## src/rtl/mult_unsigned_pipe.sv

```systemverilog
// rtl/mult_unsigned_pipe.sv - pipelined unsigned multiplier with output slice, overflow flag and valid/ready flow control
// Optional: define MULT_UNSIGNED_PIPE_SAT_EN to saturate out to all ones on overflow.
module mult_unsigned_pipe #(
    parameter int A_W     = 20,
    parameter int B_W     = 32,
    parameter int OUT_W   = 12,
    parameter int OUT_LSB = 0,
    parameter int STAGES  = 3
) (
    input  logic             clk,
    input  logic             rst,
    input  logic             in_valid,
    output logic             in_ready,
    input  logic [A_W-1:0]   in1,
    input  logic [B_W-1:0]   in2,
    output logic             out_valid,
    input  logic             out_ready,
    output logic [OUT_W-1:0] out,
    output logic             out_ovf,
    output logic             busy
);
    localparam int P_W = A_W + B_W;

    logic [STAGES-1:0] v;
    logic [OUT_W:0]    d [STAGES];
    logic              adv;
    logic [P_W-1:0]    prod;
    logic [P_W-1:0]    prod_shift;
    logic [OUT_W-1:0]  slice;
    logic              ovf;
    logic [OUT_W-1:0]  res;

    assign adv      = !v[STAGES-1] || out_ready;
    assign in_ready = adv;

    // Full-precision product; the trailing register stages leave room for retiming the multiply.
    assign prod       = P_W'(in1) * P_W'(in2);
    assign prod_shift = prod >> OUT_LSB;
    assign slice      = prod_shift[OUT_W-1:0];
    assign ovf        = |(prod_shift >> OUT_W);

`ifdef MULT_UNSIGNED_PIPE_SAT_EN
    assign res = ovf ? {OUT_W{1'b1}} : slice;
`else
    assign res = slice;
`endif

    always_ff @(posedge clk) begin
        if (rst) begin
            v <= '0;
            for (int k = 0; k < STAGES; k++) begin
                d[k] <= '0;
            end
        end else if (adv) begin
            v[0] <= in_valid;
            d[0] <= {ovf, res};
            for (int k = 1; k < STAGES; k++) begin
                v[k] <= v[k-1];
                d[k] <= d[k-1];
            end
        end
    end

    assign out_valid = v[STAGES-1];
    assign out       = d[STAGES-1][OUT_W-1:0];
    assign out_ovf   = d[STAGES-1][OUT_W];
    assign busy      = |v;
endmodule

```

## config.mk

```make
export PLATFORM = sky130hd
export DESIGN_NAME = mult_unsigned_pipe
export DESIGN_NICKNAME = d
export VERILOG_FILES = /design/src/rtl/mult_unsigned_pipe.sv
export SDC_FILE = /design/constraint.sdc
export NUM_CORES = 2
export LEC_CHECK = 0
export CORE_AREA = 4 4 305 307
export DETAILED_ROUTE_END_ITERATION = 12
export DIE_AREA = 0 0 309 311
export DONT_BUFFER_PORTS = 1
export GPL_ROUTABILITY_DRIVEN = 0
export GPL_TIMING_DRIVEN = 0
export PLACE_DENSITY = 0.42
export SLEW_MARGIN = 20
export SYNTH_ARGS = -nofsm -noshare
export SYNTH_HDL_FRONTEND = slang
export SYNTH_SLANG_ARGS = --single-unit
```

## constraint.sdc

```tcl
create_clock -name clk -period 10.6 [get_ports clk]
set_clock_uncertainty 0.2 [all_clocks]
set_input_delay 2.12 -clock clk [delete_from_list [all_inputs] [get_ports clk]]
set_output_delay 2.12 -clock clk [all_outputs]
set_load 0.01 [all_outputs]
```

After elaboration in Yosys (flattened, before gate mapping)
Memory sizes are Yosys's and may differ from the RTL's.
Index checks and enable logic that the tools add are counted.
{"block": "classes", "n_reduce_logical": 4, "mux": 8, "multipliers": 1, "n_bitwise": 3}
{"op": "20-bit by 32-bit multiplier with 52-bit output", "count": 1}
{"op": "40-bit OR reduction", "count": 1}
{"op": "13-bit 2-to-1 mux", "count": 3}
{"op": "1-bit 2-to-1 mux", "count": 5}
{"op": "1-bit OR", "count": 3}
{"op": "3-bit OR reduction", "count": 1}
{"op": "1-bit zero test", "count": 1}
{"op": "1-bit logical OR", "count": 1}
{"block": "word_totals", "ramBits": 39, "register_bits": 3, "mem_count": 1, "input_bits": 56}
{"name": "d", "depth": 3, "width": 13, "read_ports": 3, "rd_clocked_by_memory_dff": 0, "write_ports": 3, "line": "25", "text": "logic [OUT_W:0] d [STAGES];"}

Longest topological paths before layout
{"block": "logic_depth", "word_depth": 6, "mapped_depth": 27}

Least setup slack after synthesis
OpenSTA, ideal clock, no wires.
{"block": "synth_timing", "kind": "input-to-reg", "from": "in in2[10]", "to": "mem d[0][12] in the netlist's numbering (data pin)", "setup_time_ns": 0.265, "path_slack_ns": 1.728, "stages": 25, "arrival_ns": 8.407, "cell_sequence": "clkbuf_1 > and2_1 > fa_1 > inv_1 > fa_1 > fa_1 > fa_1 > inv_1 > fa_1 > inv_1 > fa_1 > fa_1 > inv_1 > ha_1 > buf_2 > nand4_1 > nor2_1 > nor4_4 > a21oi_1 > a211o_1 > xor2_1 > a2111oi_0 > nand4_1 > nor4_1 > a21oi_1"}
{"item": "from (decl)", "line": "15", "text": "input logic [B_W-1:0] in2,"}
{"item": "to (decl)", "line": "25"}

==> results.yml <==
synthesis:
  synth_top_area_share_pct: 47.8
  synth_area_leaders: "fa_1 (48%), and2_1 (11%), ha_1 (9.0%)"
  yosysWarnings: 0
  synth_area_um2: 22400
  seq_area_frac_synth_pct: 5.49
  synthArstFlopShare_pct: 0
  ys.flop_type: "edfxtp_1"
  synth_nets: 3207
  postSynthAreaPerCell_um2: 9.15
  synth-edff-count: 39
  synth_top_cell_by_area: "fa_1"
  synth_seq_cells: 42
  synth_cell_types: 66
  synthCells: 2453
sta:
  tightest_slew_ns: 1.01
  fin_crit_ns: 10.22
  slew_violations: 0
  maxSlewHeadroom_pct: 32.8
  timing.final.crit_share_pct: 96.4
  fmaxAchievable_mhz: 97.8
  hold_slack_ns: 0.299
  setup_violations: 0
  rsz0062_at_grt: "no"
  hold_violations: 0
global_routing:
  grt_pass1_wl_um: 117000
  grt_max_degree: 23
  antenna_found_initial: 9
  grt_remaining_overflow: 0
  grt_pass1_vias: 19094
  grt_usage_pct: 16.0
clock_network:
  htree_levels: 2
  path_clk_slew_ns: 0.06
  cts_tree: "done"
  clock_latency_ns: 0.28
  cts_buffers: 5
  clockBufferDepth: 2
  cts_sinks: 42
  root_buffer: "clkbuf_16"
  post_cts_buffers: 0
critical_path:
  crit_type: "in2reg"
  cp.arrival_ns: 10.02
  crit_fanout: 12
  r2r_cells: 4
  cp-endpoint: "d[0][12]"
  rr_endpoint: "d[0][26]"
  start_kind: "input pin"
  cp-startpoint: "in1[12]"
  required_ns: 10.40
  crit_path_end_kind: "flip-flop"
  r2r_slack_ns: 8.66
  r2r_start: "v[2]"
job:
  maxCapViolations: 0
drt:
  drt_wl_total_um: 75300
  drtAntennaViolNets: 0
  vias: 16817
  viasPerCell: 4.62
  firstDrtPassIters: 5
  drt_iter0_markers: 994
  routedWlPerCell_um: 20.7
  drc_errors: 0
finish:
  nNetsFinal: 3215
  syn2layout_area_growth_pct: 7.85
  layout-drive-gt1-share_pct: 3.29
  final_cells: 3643
die:
  start_util_pct: 24.9
  dieArea_um2: 96100
  io_pins: 72
  fp.dieW_um: 309
  rows: 110
  die_y_um: 311
  core_um2: 90000
hold_path:
  hold_path.class: "reg2reg"
  holdPathStages: 2
placement:
  dpl.hpwl_um: 65800
  dp_cells: 3630
  port_buffers: 0
status:
  status: "finished, final reports clean"
kinds of logic after synthesis:
group	synth area share, %
AOI/OAI and AO/OA	5.60
xor gates and xnor gates	1.31
adders and majority gates	56.8
buffers and inverters	10.6
DFF	5.49
muxes	0.190
and+or+nand+nor	20.0
cells in the mapped netlist (21+ instances only):
cell type  instances
fa_1             536
inv_1            452
and2_1           385
nand2_1          332
ha_1             162
clkbuf_1         148
a21oi_1           64
nor2_1            48
edfxtp_1          39
nand4_1           26
o21ai_0           23
xnor2_1           21
worst min path at each step:
stage	end	slack (ns)	from
final	v[2]	0.30	v[1]
after global routing	v[2]	0.32	v[1]
after CTS	v[2]	0.30	v[1]
after detailed placement	v[2]	0.29	v[1]
after global placement	v[2]	0.27	v[1]
after floorplan	v[2]	0.25	v[1]
sequential cells by signal, indices dropped and copies added, names as in the netlist:
| signal | flops |
|---|---|
| v | 3 |
| d | 39 |
stage by stage:
| step | util, % | setup TNS, ns | area (µm²) | worst slack [ns] |
|---|---|---|---|---|
| 4_1_cts | 26.8 | 0 | 24100 | 0.0443 |
| 2_1_floorplan | - | 0 | 22400 | 1.73 |
| 3_5_place_dp | 26.6 | -0.234 | 23900 | -0.234 |
| 5_1_grt | 26.9 | 0 | 24200 | 0.0649 |
| 6_report | 26.9 | 0 | 24200 | 0.378 |
| 3_3_place_gp | 26.6 | -0.632 | 23900 | -0.632 |
routing by layer:
metal  up-vias  GRT usage, %  routed length (µm)  share of wire [%]
met5         -             0                  13              0.017
met4         2          2.00                1260                1.7
met3        65          2.37                4780                6.4
met2       434          27.6               36900                 49
met1      8904          21.8               32300                 43
li1       7412             -                   -                  -
final cells by class:
cell class / instances / area, µm²
repair buffers: 1 / 27.5
flip-flops and latches: 42 / 1230
well taps: 1176 / 1470
clock inverters: 1 / 30.0
plain buffers: 167 / 743
clock buffers: 7 / 133
fillers: 9819 / 65800
multi-input cells: 1792 / 18900
diodes: 5 / 12.5
inverters: 452 / 1700
critical path: stages:
cell	delay, ns
clkdlybuf4s15_1	0.60
and2_1	0.37
fa_1	0.50
inv_1	0.05
fa_1	0.49
fa_1	0.57
fa_1	0.44
fa_1	0.52
fa_1	0.48
fa_1	0.51
inv_1	0.04
ha_1	0.26
clkbuf_1	0.25
a21oi_1	0.28
o21ai_1	0.16
a211oi_1	0.44
o211ai_1	0.20
o21a_1	0.21
or3_1	0.31
a2111oi_0	0.47
nand4_1	0.16
nor4_2	0.39
a21oi_1	0.16
repair_timing:
action,in CTS,in global routing
gates resized for setup,0,96
hold buffers,0,0
setup endpoints to repair,0,1
cell usage in the layout (no fill, tap or decap), types with 4 or more instances in the layout:
| cell type | instances |
|---|---|
| nand4_1 | 26 |
| and3_1 | 7 |
| buf_4 | 13 |
| edfxtp_1 | 39 |
| or3_1 | 7 |
| a21oi_1 | 63 |
| clkbuf_16 | 5 |
| o21ai_0 | 23 |
| nand3_1 | 16 |
| fa_1 | 536 |
| or2_2 | 4 |
| o211ai_1 | 10 |
| a31oi_1 | 7 |
| o21a_1 | 8 |
| a211oi_1 | 11 |
| a21oi_2 | 4 |
| nor3_1 | 13 |
| a2111oi_0 | 4 |
| diode_2 | 5 |
| clkbuf_2 | 33 |
| buf_2 | 6 |
| inv_1 | 452 |
| xor2_1 | 10 |
| nor2_1 | 48 |
| ha_1 | 162 |
| xnor2_1 | 21 |
| o221ai_1 | 4 |
| nor2b_1 | 6 |
| clkbuf_1 | 113 |
| o21bai_1 | 9 |
| nand2b_1 | 4 |
| o21ai_1 | 10 |
| nand2_1 | 332 |
| and2_1 | 385 |
| a21o_1 | 11 |
Power is left out: the tool's default activity adds up to more than one toggle a clock period on the data nets, which glitch-free logic cannot reach.
